### config.mk
export PLATFORM = sky130hd
export DESIGN_NAME = pc_stack_unit_flat
export DESIGN_NICKNAME = d
export VERILOG_FILES = /design/src/rtl/pc_stack_unit_pkg.sv /design/src/rtl/pc_stack_unit_if.sv /design/src/rtl/pc_stack_unit_return_stack.sv /design/src/rtl/pc_stack_unit.sv /design/src/flat_wrapper.sv
export SDC_FILE = /design/constraint.sdc
export NUM_CORES = 1
export LEC_CHECK = 0
export BUFFER_PORTS_ARGS = -buffer_cell sky130_fd_sc_hd__buf_2
export CORE_MARGIN = 3
export CORE_UTILIZATION = 49
export DETAILED_ROUTE_END_ITERATION = 8
export GPL_ROUTABILITY_DRIVEN = 1
export PLACE_DENSITY = 0.76
export SYNTH_ARGS = -nofsm -noshare
export SYNTH_HDL_FRONTEND = slang
export SYNTH_HIERARCHICAL = 1
export SYNTH_SLANG_ARGS = --single-unit
### constraint.sdc
create_clock -name clk -period 9.35 [get_ports clk]
set_input_delay 1.87 -clock clk [delete_from_list [all_inputs] [get_ports clk]]
set_output_delay 1.87 -clock clk [all_outputs]
set_load 0.01 [all_outputs]
### src/rtl/pc_stack_unit_pkg.sv
// Shared processor definitions: next-PC select encodings, address width and
// default return-stack depth.
package pc_stack_unit_pkg;

    localparam int unsigned ADDR_W          = 32;
    localparam int unsigned STACK_DEPTH_DEF = 8;

    typedef enum logic [1:0] {
        PC_INC = 2'b00,
        PC_JMP = 2'b01,
        PC_BR  = 2'b10,
        PC_RET = 2'b11
    } pc_src_e;

endpackage

### src/rtl/pc_stack_unit_if.sv
// Control-unit to PC/stack bus: next-PC controls in, PC and stack status out.
interface pc_stack_unit_if;
    import pc_stack_unit_pkg::*;

    logic              en;
    logic [1:0]        PCSrc;
    logic              StackWr;
    logic              StackRd;
    logic [25:0]       imm_j;
    logic [15:0]       imm_b;
    logic [ADDR_W-1:0] pc;
    logic [ADDR_W-1:0] pc_plus1;
    logic [ADDR_W-1:0] stack_top;
    logic              stack_empty;
    logic              stack_full;
    logic              stack_ovf;
    logic              stack_unf;

    modport master (
        output en, PCSrc, StackWr, StackRd, imm_j, imm_b,
        input  pc, pc_plus1, stack_top, stack_empty, stack_full, stack_ovf, stack_unf
    );

    modport slave (
        input  en, PCSrc, StackWr, StackRd, imm_j, imm_b,
        output pc, pc_plus1, stack_top, stack_empty, stack_full, stack_ovf, stack_unf
    );

endinterface

### src/rtl/pc_stack_unit_return_stack.sv
// Return-address stack: unreset storage, occupancy counter, full/empty and
// sticky overflow/underflow flags.
module return_stack
    import pc_stack_unit_pkg::*;
#(
    parameter int unsigned DEPTH = STACK_DEPTH_DEF
) (
    input  logic              clk,
    input  logic              reset,
    input  logic              en,
    input  logic              push,
    input  logic              pop,
    input  logic [ADDR_W-1:0] wdata,
    output logic [ADDR_W-1:0] top,
    output logic              empty,
    output logic              full,
    output logic              ovf,
    output logic              unf
);
    localparam int unsigned PW = $clog2(DEPTH);

    logic [ADDR_W-1:0] mem [DEPTH];
    logic [PW:0]       count;
    logic [PW-1:0]     top_idx;
    logic [PW-1:0]     wr_idx;
    logic              mem_we;

    assign empty   = (count == '0);
    assign full    = (count == (PW+1)'(DEPTH));
    // Low bits wrap to 0 when full, so minus one still lands on the top slot.
    assign top_idx = count[PW-1:0] - 1'b1;
    assign top     = empty ? '0 : mem[top_idx];

    // Push-and-pop replaces the top, except on an empty stack where it pushes.
    assign wr_idx = (push && pop && !empty) ? top_idx : count[PW-1:0];
    assign mem_we = en && push && (pop || !full);

    always_ff @(posedge clk) begin
        if (mem_we) begin
            mem[wr_idx] <= wdata;
        end
    end

    always_ff @(posedge clk or negedge reset) begin
        if (!reset) begin
            count <= '0;
            ovf   <= 1'b0;
            unf   <= 1'b0;
        end else if (en) begin
            if (push && !pop) begin
                if (full) ovf <= 1'b1;
                else      count <= count + 1'b1;
            end else if (pop && !push) begin
                if (empty) unf <= 1'b1;
                else       count <= count - 1'b1;
            end else if (push && pop && empty) begin
                count <= count + 1'b1;
            end
        end
    end

endmodule

### src/rtl/pc_stack_unit.sv
// Program counter with next-PC select (increment, jump, branch, return) and
// an attached return-address stack for call/return.
module pc_stack_unit
    import pc_stack_unit_pkg::*;
#(
    parameter logic [ADDR_W-1:0] RESET_PC    = 32'h0000_0000,
    parameter int unsigned       STACK_DEPTH = STACK_DEPTH_DEF
) (
    input logic          clk,
    input logic          reset,
    pc_stack_unit_if.slave bus
);
    logic [ADDR_W-1:0] pc_q;
    logic [ADDR_W-1:0] pc_next;
    logic [ADDR_W-1:0] pc_inc;
    logic [ADDR_W-1:0] top;
    logic              empty;
    logic              pop_empty;

    assign pc_inc    = pc_q + 1'b1;
    assign pop_empty = bus.StackRd && !bus.StackWr && empty;

    always_comb begin
        pc_next = pc_inc;
        case (pc_src_e'(bus.PCSrc))
            PC_INC: pc_next = pc_inc;
            PC_JMP: pc_next = {pc_q[31:26], bus.imm_j};
            PC_BR:  pc_next = pc_q + {{16{bus.imm_b[15]}}, bus.imm_b};
            PC_RET: pc_next = pop_empty ? pc_inc : top;
            default: pc_next = pc_inc;
        endcase
    end

    always_ff @(posedge clk or negedge reset) begin
        if (!reset) begin
            pc_q <= RESET_PC;
        end else if (bus.en) begin
            pc_q <= pc_next;
        end
    end

    return_stack #(
        .DEPTH (STACK_DEPTH)
    ) u_stack (
        .clk   (clk),
        .reset (reset),
        .en    (bus.en),
        .push  (bus.StackWr),
        .pop   (bus.StackRd),
        .wdata (pc_inc),
        .top   (top),
        .empty (empty),
        .full  (bus.stack_full),
        .ovf   (bus.stack_ovf),
        .unf   (bus.stack_unf)
    );

    assign bus.pc          = pc_q;
    assign bus.pc_plus1    = pc_inc;
    assign bus.stack_top   = top;
    assign bus.stack_empty = empty;

endmodule

### src/flat_wrapper.sv
// flat-port wrapper written by rule: the top's interface ports become plain ports
module pc_stack_unit_flat import pc_stack_unit_pkg::*;
#(
    parameter logic [ADDR_W-1:0] RESET_PC    = 32'h0000_0000,
    parameter int unsigned       STACK_DEPTH = STACK_DEPTH_DEF
)
  (clk, reset, bus_en, bus_PCSrc, bus_StackWr, bus_StackRd, bus_imm_j, bus_imm_b, bus_pc, bus_pc_plus1, bus_stack_top, bus_stack_empty, bus_stack_full, bus_stack_ovf, bus_stack_unf);
  pc_stack_unit_if bus_i ();
  input logic clk;
  input logic reset;
  input wire logic [$bits(bus_i.en)-1:0] bus_en;
  input wire logic [$bits(bus_i.PCSrc)-1:0] bus_PCSrc;
  input wire logic [$bits(bus_i.StackWr)-1:0] bus_StackWr;
  input wire logic [$bits(bus_i.StackRd)-1:0] bus_StackRd;
  input wire logic [$bits(bus_i.imm_j)-1:0] bus_imm_j;
  input wire logic [$bits(bus_i.imm_b)-1:0] bus_imm_b;
  output wire logic [$bits(bus_i.pc)-1:0] bus_pc;
  output wire logic [$bits(bus_i.pc_plus1)-1:0] bus_pc_plus1;
  output wire logic [$bits(bus_i.stack_top)-1:0] bus_stack_top;
  output wire logic [$bits(bus_i.stack_empty)-1:0] bus_stack_empty;
  output wire logic [$bits(bus_i.stack_full)-1:0] bus_stack_full;
  output wire logic [$bits(bus_i.stack_ovf)-1:0] bus_stack_ovf;
  output wire logic [$bits(bus_i.stack_unf)-1:0] bus_stack_unf;
  assign bus_i.en = bus_en;
  assign bus_i.PCSrc = bus_PCSrc;
  assign bus_i.StackWr = bus_StackWr;
  assign bus_i.StackRd = bus_StackRd;
  assign bus_i.imm_j = bus_imm_j;
  assign bus_i.imm_b = bus_imm_b;
  assign bus_pc = bus_i.pc;
  assign bus_pc_plus1 = bus_i.pc_plus1;
  assign bus_stack_top = bus_i.stack_top;
  assign bus_stack_empty = bus_i.stack_empty;
  assign bus_stack_full = bus_i.stack_full;
  assign bus_stack_ovf = bus_i.stack_ovf;
  assign bus_stack_unf = bus_i.stack_unf;
  pc_stack_unit #(.RESET_PC(RESET_PC), .STACK_DEPTH(STACK_DEPTH)) u_core (.clk(clk), .reset(reset), .bus(bus_i));
endmodule
**Word level (Yosys, flattened, before mapping)**

Memory sizes are Yosys's and may differ from the RTL's.
Index checks and enable logic that the tools add are counted.

- Output and inout bits: 100
- RAM bits: 256
- Register bits after elaboration: 38
- Memories kept: 1

Memories:

| memory | words | bits a word | read ports | clocked after memory_dff | write ports | line | text |
|---|---|---|---|---|---|---|---|
| u_core.u_stack.mem | 8 | 32 | 1 | 0 | 1 | pc_stack_unit_return_stack.sv:22 | `logic [ADDR_W-1:0] mem [DEPTH];` |

- Reduce and logical (&&, ||, !) cells: 20
- Add/subtract/negate cells: 5
- Equal/unequal tests: 6
- Mux-type cells: 11
- Bitwise gates (word level): 2

Operator list:

| kind | count |
|---|---|
| 32-bit one-hot mux with 4 select lines | 1 |
| 32-bit two-way mux | 2 |
| 32-bit by 1-bit adder with 32-bit output, second input constant | 1 |
| 32-bit adder | 1 |
| 4-bit two-way mux | 5 |
| 1-bit logical AND | 8 |
| 4-bit AND reduction | 2 |
| 4-bit by 1-bit adder with 4-bit output, second input constant | 1 |
| 2-bit == test, second input constant | 2 |
| 4-bit == test, second input constant | 1 |
| 1-bit zero test | 4 |
| 4-bit zero test | 1 |
| 4-bit by 1-bit subtractor with 4-bit output, second input constant | 1 |
| 3-bit two-way mux | 1 |
| 3-bit inequality test, second input constant | 1 |
| 3-bit AND reduction | 1 |
| 3-bit nonzero test | 1 |
| 3-bit by 1-bit subtractor with 3-bit output, second input constant | 1 |
| 2-bit by 1-bit == test with 1-bit output, second input constant | 1 |
| 2-bit zero test | 1 |
| 1-bit two-way mux | 2 |
| 2-bit inequality test, second input constant | 1 |
| 1-bit inverter | 2 |
| 2-bit AND reduction | 1 |
| 1-bit logical OR | 1 |

**Longest topological paths before layout**

- Depth after elaboration: 6
- Depth in mapped cells: 16

**By module**

The synthesis kept the hierarchy.

By module, submodules not included:

| module | instances | seq. area each (um^2) | area an instance (um^2) | cells an instance |
|---|---|---|---|---|
| return_stack | 1 | 7837.5 | 10238.6 | 511 |
| pc_stack_unit | 1 | 800.8 | 4787.1 | 668 |

**Worst setup path before layout**

OpenSTA, ideal clock, no wires.

- Kind: input to register
- From: in bus_StackWr
- To: mem u_core.u_stack.mem[0][0], enable pin
- Library setup time: 0.421 ns
- Arrival: 4.220 ns
- Stages on the path: 5
- Setup slack: 4.709 ns
- Cells stage by stage: ha_1 -> inv_1 -> o21a_1 -> or3b_2 -> nor2_1

- Longest elaborated chain between the ends: 4
- Elaborated cells between the ends (all ways): 7
- Classes of those cells: 3 x mux; 4 x reduce/logical

Ends and longest elaborated chain:

| item | line | text |
|---|---|---|
| start: declaration | flat_wrapper.sv:13 | `input wire logic [$bits(bus_i.StackWr)-1:0] bus_StackWr;` |
| 1-bit logical AND (2 in a row) | pc_stack_unit_return_stack.sv:36 | `assign mem_we = en && push && (pop \|\| !full);` |
| 1-bit two-way mux | pc_stack_unit_return_stack.sv:39 | `if (mem_we) begin` |
| 1-bit two-way mux (implied by the code) | pc_stack_unit_return_stack.sv:40 | `mem[wr_idx] <= wdata;` |
| end: declaration | pc_stack_unit_return_stack.sv:22 |  |

Parallel ways exist; a longest one is shown, timed or not.

**Worst setup path after layout**

- From: reg u_core.u_stack.count[0]
- To: out bus_stack_top[26]

- Longest elaborated chain between the ends: 3
- Elaborated cells between the ends (all ways): 4
- Classes of those cells: 1 x add/sub; 1 x mux; 1 x reduce/logical; 1 x memory

Ends and longest elaborated chain:

| item | line | text |
|---|---|---|
| start: declaration | pc_stack_unit_return_stack.sv:23 | `logic [PW:0] count;` |
| start signal: assignment | pc_stack_unit_return_stack.sv:52 | `else count <= count + 1'b1;` |
| start signal: assignment | pc_stack_unit_return_stack.sv:55 | `else count <= count - 1'b1;` |
| start signal: assignment | pc_stack_unit_return_stack.sv:57 | `count <= count + 1'b1;` |
| 3-bit by 1-bit subtractor with 3-bit output | pc_stack_unit_return_stack.sv:31 | `assign top_idx = count[PW-1:0] - 1'b1;` |
| memory read 8 x 32 bit | - |  |
| 32-bit two-way mux (*) | pc_stack_unit_return_stack.sv:32 | `assign top = empty ? '0 : mem[top_idx];` |
| end: declaration | flat_wrapper.sv:19 | `output wire logic [$bits(bus_i.stack_top)-1:0] bus_stack_top;` |

Mark *: on every way between the ends. The rest lies on a longest branch, timed or not.

==> impl_metrics.prom <==
# TYPE chip_impl_metric gauge
chip_impl_info{name="run_status",value="finished, final reports clean"} 1
chip_impl_metric{name="final_antenna_net_count",unit=""} 0
chip_impl_metric{name="worstSetupPathDepth",unit=""} 7
chip_impl_metric{name="detail_route.iter0.violations",unit=""} 1483
chip_impl_metric{name="track_usage",unit="%"} 25.41
chip_impl_metric{name="powerDensity",unit="mW/mm2"} 373.0
chip_impl_metric{name="reported_max_cap_violation_count",unit=""} 0
chip_impl_metric{name="number_of_global_route_vias_before_repair",unit=""} 10760
chip_impl_metric{name="htreeDepth",unit=""} 1
chip_impl_metric{name="remaining_drc_errors",unit=""} 0
chip_impl_info{name="netlist_top_cells_count",value="256 x sky130_fd_sc_hd__edfxtp_1, 130 x sky130_fd_sc_hd__nand2_1, 102 x sky130_fd_sc_hd__a21oi_1"} 1
chip_impl_metric{name="timing.setup.tns",unit="ps"} 0
chip_impl_info{name="crit_chain",value="inv_1, ha_2, buf_4, mux4_2, nand2_1, a21oi_1, buf_2"} 1
chip_impl_metric{name="post_cts_buffers",unit=""} 0
chip_impl_metric{name="drt_pre_antenna_iters",unit=""} 6
chip_impl_metric{name="cts-root-to-sink-buffers",unit=""} 3
chip_impl_info{name="hold_path_class",value="reg2reg"} 1
chip_impl_metric{name="initial_cell_density_of_the_core",unit="%"} 50.16
chip_impl_metric{name="wl_per_cell",unit="um"} 24.78
chip_impl_info{name="reg2reg_to",value="u_core/bus.pc[18]"} 1
chip_impl_info{name="timing.setup.critical_path_class",value="reg2out"} 1
chip_impl_metric{name="leakagePower",unit="nW"} 6.296
chip_impl_metric{name="post_synth_and_or_nand_nor_area_fraction",unit="%"} 9.976
chip_impl_metric{name="layout-drive-gt1-share",unit="%"} 23.61
chip_impl_metric{name="final_max_slew_viol_count",unit=""} 0
chip_impl_metric{name="layout_overhead_on_the_synthesized_area",unit="%"} 14.19
chip_impl_metric{name="die_span_in_x",unit="um"} 181.1
chip_impl_metric{name="postSynthNetCount",unit=""} 1267
chip_impl_metric{name="post_route_core_utilization",unit="%"} 57.28
chip_impl_metric{name="synth.cell_area",unit="mm2"} 0.01503
chip_impl_metric{name="cts_hold_repair.buffers",unit=""} 0
chip_impl_metric{name="post_synth_xor_area_fraction",unit="%"} 3.489
chip_impl_info{name="synth.top_cells.by_area",value="sky130_fd_sc_hd__edfxtp_1 51%, sky130_fd_sc_hd__mux4_2 10%, sky130_fd_sc_hd__dfrtp_1 6.3%"} 1
chip_impl_metric{name="final_wirelength",unit="mm"} 42.72
chip_impl_info{name="rr_startpoint",value="u_core/u_stack/count[0]"} 1
chip_impl_metric{name="setup_viol",unit=""} 0
chip_impl_metric{name="ys.warnings.count",unit=""} 6
chip_impl_info{name="rsz0062_at_grt",value="false"} 1
chip_impl_metric{name="maximum_achievable_frequency",unit="MHz"} 171.5
chip_impl_info{name="timing.critical_path.to_type",value="output port"} 1
chip_impl_metric{name="post_synth_inst_count",unit=""} 1179
chip_impl_metric{name="worst_slew_margin_rel",unit="%"} 20.84
chip_impl_metric{name="nNetsFinal",unit=""} 1402
chip_impl_metric{name="grt_first_pass_wirelength",unit="mm"} 64.91
chip_impl_info{name="post-synth-top-count-cell",value="sky130_fd_sc_hd__edfxtp_1"} 1
chip_impl_metric{name="timing.critical_path.fanout_max",unit=""} 44
chip_impl_metric{name="period_minus_slack",unit="ps"} 5831
chip_impl_info{name="main_combinational_cell_family_by_area_after_synthesis",value="compound AO/OA/AOI/OAI gates"} 1
chip_impl_metric{name="cts.reportedPaths.clkPinSlew",unit="ps"} 70
chip_impl_metric{name="detail_route.vias_per_cell",unit=""} 6.406
chip_impl_metric{name="rows",unit=""} 63
chip_impl_metric{name="ys_types",unit=""} 74
chip_impl_metric{name="max_rail_drop_vdd",unit="uV"} 228.5
chip_impl_metric{name="i_o_pin_cnt",unit=""} 149
chip_impl_metric{name="place.detailed.hpwl",unit="mm"} 28.21
chip_impl_metric{name="via_count",unit=""} 11040
chip_impl_info{name="synth_ff_type",value="sky130_fd_sc_hd__edfxtp_1"} 1
chip_impl_metric{name="syn-mean-instance-area",unit="um2"} 12.74
chip_impl_metric{name="post-route-period-util",unit="%"} 62.37
chip_impl_metric{name="finalHoldViolations",unit=""} 0
chip_impl_metric{name="proportion_of_register_bits_with_asynchronous_set_or_reset_after_synthesis",unit="%"} 12.93
chip_impl_info{name="cts_tree",value="yes"} 1
chip_impl_metric{name="cts_resized",unit=""} 0
chip_impl_metric{name="number_of_antenna_violations_at_the_first_check_in_global_routing",unit=""} 0
chip_impl_info{name="critPathLaunchType",value="register"} 1
chip_impl_metric{name="cts.sinks",unit=""} 294
chip_impl_metric{name="clk_latency",unit="ps"} 530
chip_impl_metric{name="ff2ff_path_depth",unit=""} 12
chip_impl_metric{name="worst-path-buf-inv",unit=""} 3
chip_impl_metric{name="crit_arrival",unit="ps"} 3960
chip_impl_metric{name="synth_top_area_share",unit="%"} 51.16
chip_impl_metric{name="diodes",unit=""} 0
chip_impl_metric{name="yosys.area_share.adder",unit="%"} 3.298
chip_impl_metric{name="total_power",unit="mW"} 6.399
chip_impl_info{name="cts-root-buf",value="sky130_fd_sc_hd__clkbuf_16"} 1
chip_impl_metric{name="timing.critical_path.slowest_cell_delay",unit="ps"} 770
chip_impl_metric{name="residual_overflow_from_global_routing",unit=""} 0
chip_impl_metric{name="slew_of_the_pin_with_the_lowest_slew_margin",unit="ps"} 1175
chip_impl_metric{name="pin_count_of_the_biggest_net_entering_global_routing",unit=""} 57
chip_impl_info{name="largest_delay_contributor_family_on_the_critical_path",value="buffers and inverters"} 1
chip_impl_metric{name="gp_congestion",unit=""} 0.9488
chip_impl_metric{name="core",unit="mm2"} 0.02995
chip_impl_info{name="slowest_stage",value="sky130_fd_sc_hd__ha_2"} 1
chip_impl_info{name="synth_top_area_cell",value="sky130_fd_sc_hd__edfxtp_1"} 1
chip_impl_info{name="worstSetupStartpoint",value="u_core/u_stack/count[0]"} 1
chip_impl_metric{name="synth_compound_area_share",unit="%"} 11.62
chip_impl_info{name="worstSetupEndpoint",value="bus_stack_top[26]"} 1
chip_impl_metric{name="numPortBuffers",unit=""} 148
chip_impl_metric{name="die_area",unit="mm2"} 0.03280
chip_impl_metric{name="setup.reg_to_reg.worst_slack",unit="ps"} 5260
chip_impl_metric{name="finalClockSkew",unit="ps"} 8.405
chip_impl_metric{name="cp.required",unit="ps"} 7480
chip_impl_metric{name="filler_instances",unit=""} 2375
chip_impl_metric{name="synth-edff-count",unit=""} 256
chip_impl_metric{name="synthMuxAreaShare",unit="%"} 11.57
chip_impl_metric{name="cts-buffers-inserted",unit=""} 27
chip_impl_metric{name="synth_sequential_area_ratio",unit="%"} 57.49
chip_impl_metric{name="die_height",unit="um"} 181.1
chip_impl_metric{name="yosys_register_bits",unit=""} 294
-- state kept, by name, indices dropped and copies added, names as in the netlist --
register,count
u_core/u_stack/mem,256
u_core/u_stack/ovf,1
u_core/bus.pc,32
u_core/u_stack/unf,1
u_core/u_stack/count,4
-- cell type report --
class | instances | area (um2) | share of cell area (%)
flip-flops and latches | 294 | 8642 | 50.37
well taps | 390 | 488.0 | 2.844
clock buffers | 29 | 683.2 | 3.982
inverters | 31 | 116.4 | 0.6782
clock inverters | 20 | 232.7 | 1.356
multi-input cells | 789 | 6082 | 35.45
repair buffers | 171 | 913.4 | 5.323
-- cells by family after synthesis --
family	after synthesis
fa+ha+maj	39
xor+xnor	59
simple gates	327
mux	85
buf+inv	96
compound gates	279
flops	294
-- cells in the final DEF (no fill, tap or decap), types with 32 or more instances in the layout --
master / netlist / layout
sky130_fd_sc_hd__edfxtp_1: 256 / 256
sky130_fd_sc_hd__buf_2: 11 / 148
sky130_fd_sc_hd__nand2_1: 130 / 130
sky130_fd_sc_hd__a21oi_1: 102 / 102
sky130_fd_sc_hd__nor2_1: 86 / 77
sky130_fd_sc_hd__mux4_2: 70 / 70
sky130_fd_sc_hd__o21ai_0: 51 / 51
sky130_fd_sc_hd__ha_1: 38 / 37
sky130_fd_sc_hd__dfrtp_1: 38 / 37
sky130_fd_sc_hd__xnor2_1: 37 / 36
sky130_fd_sc_hd__nand3_1: 32 / 32
-- how the worst min path moves through the flow --
| stage | startpoint | slack, ps | endpoint | cells past startpoint |
|---|---|---|---|---|
| floorplan | u_core/u_stack/ovf | 490 | u_core/u_stack/ovf | 1 |
| global placement | u_core/u_stack/ovf | 460 | u_core/u_stack/ovf | 1 |
| detailed placement | u_core/u_stack/ovf | 470 | u_core/u_stack/ovf | 1 |
| CTS | u_core/u_stack/ovf | 480 | u_core/u_stack/ovf | 1 |
| global route | u_core/u_stack/unf | 520 | u_core/u_stack/unf | 1 |
| finish | u_core/u_stack/ovf | 480 | u_core/u_stack/ovf | 1 |
-- report_power, final --
part / internal [mW] / switching, mW / leakage, nW
clock network: 0.669 / 0.474 / 0.451
registers: 1.78 / 0.224 / 2.75
logic: 1.23 / 2.03 / 3.09
total: 3.67 / 2.72 / 6.30
-- stage by stage --
stage / instance area, um2 / std cells / hold slack [ps] / setup WS [ps]
finish: 17160 / 1724 / 481.4 / 3519
global route: 17160 / 1724 / 517.6 / 3314
CTS: 17160 / 1724 / 482.5 / 3542
detailed placement: 16240 / 1675 / 467.9 / 4132
global placement: 16240 / 1675 / 463.2 / 4191
floorplan: 15030 / 1179 / 493.2 / 4709
-- layer usage --
metal / up-vias / GRT usage, % / share of wire, %
met1: 5344 / 35.84 / 39
met5: - / 0 / 0
li1: 4804 / - / -
met4: 0 / 8.562 / 3.4
met2: 789 / 38.97 / 45
met3: 107 / 6.422 / 13
-- worst reg2reg max path: cells and delay by family (launching register included) --
family | cells | cell delay (ps)
buffers and inverters | 2 | 840
adder cells (fa/ha/maj) | 1 | 770
AO/OA/AOI/OAI | 6 | 1060
AND/OR/NAND/NOR | 2 | 180
multiplexers | 1 | 420
flip-flops | 1 | 700
Note: power is estimated with default switching activity, not from simulation.
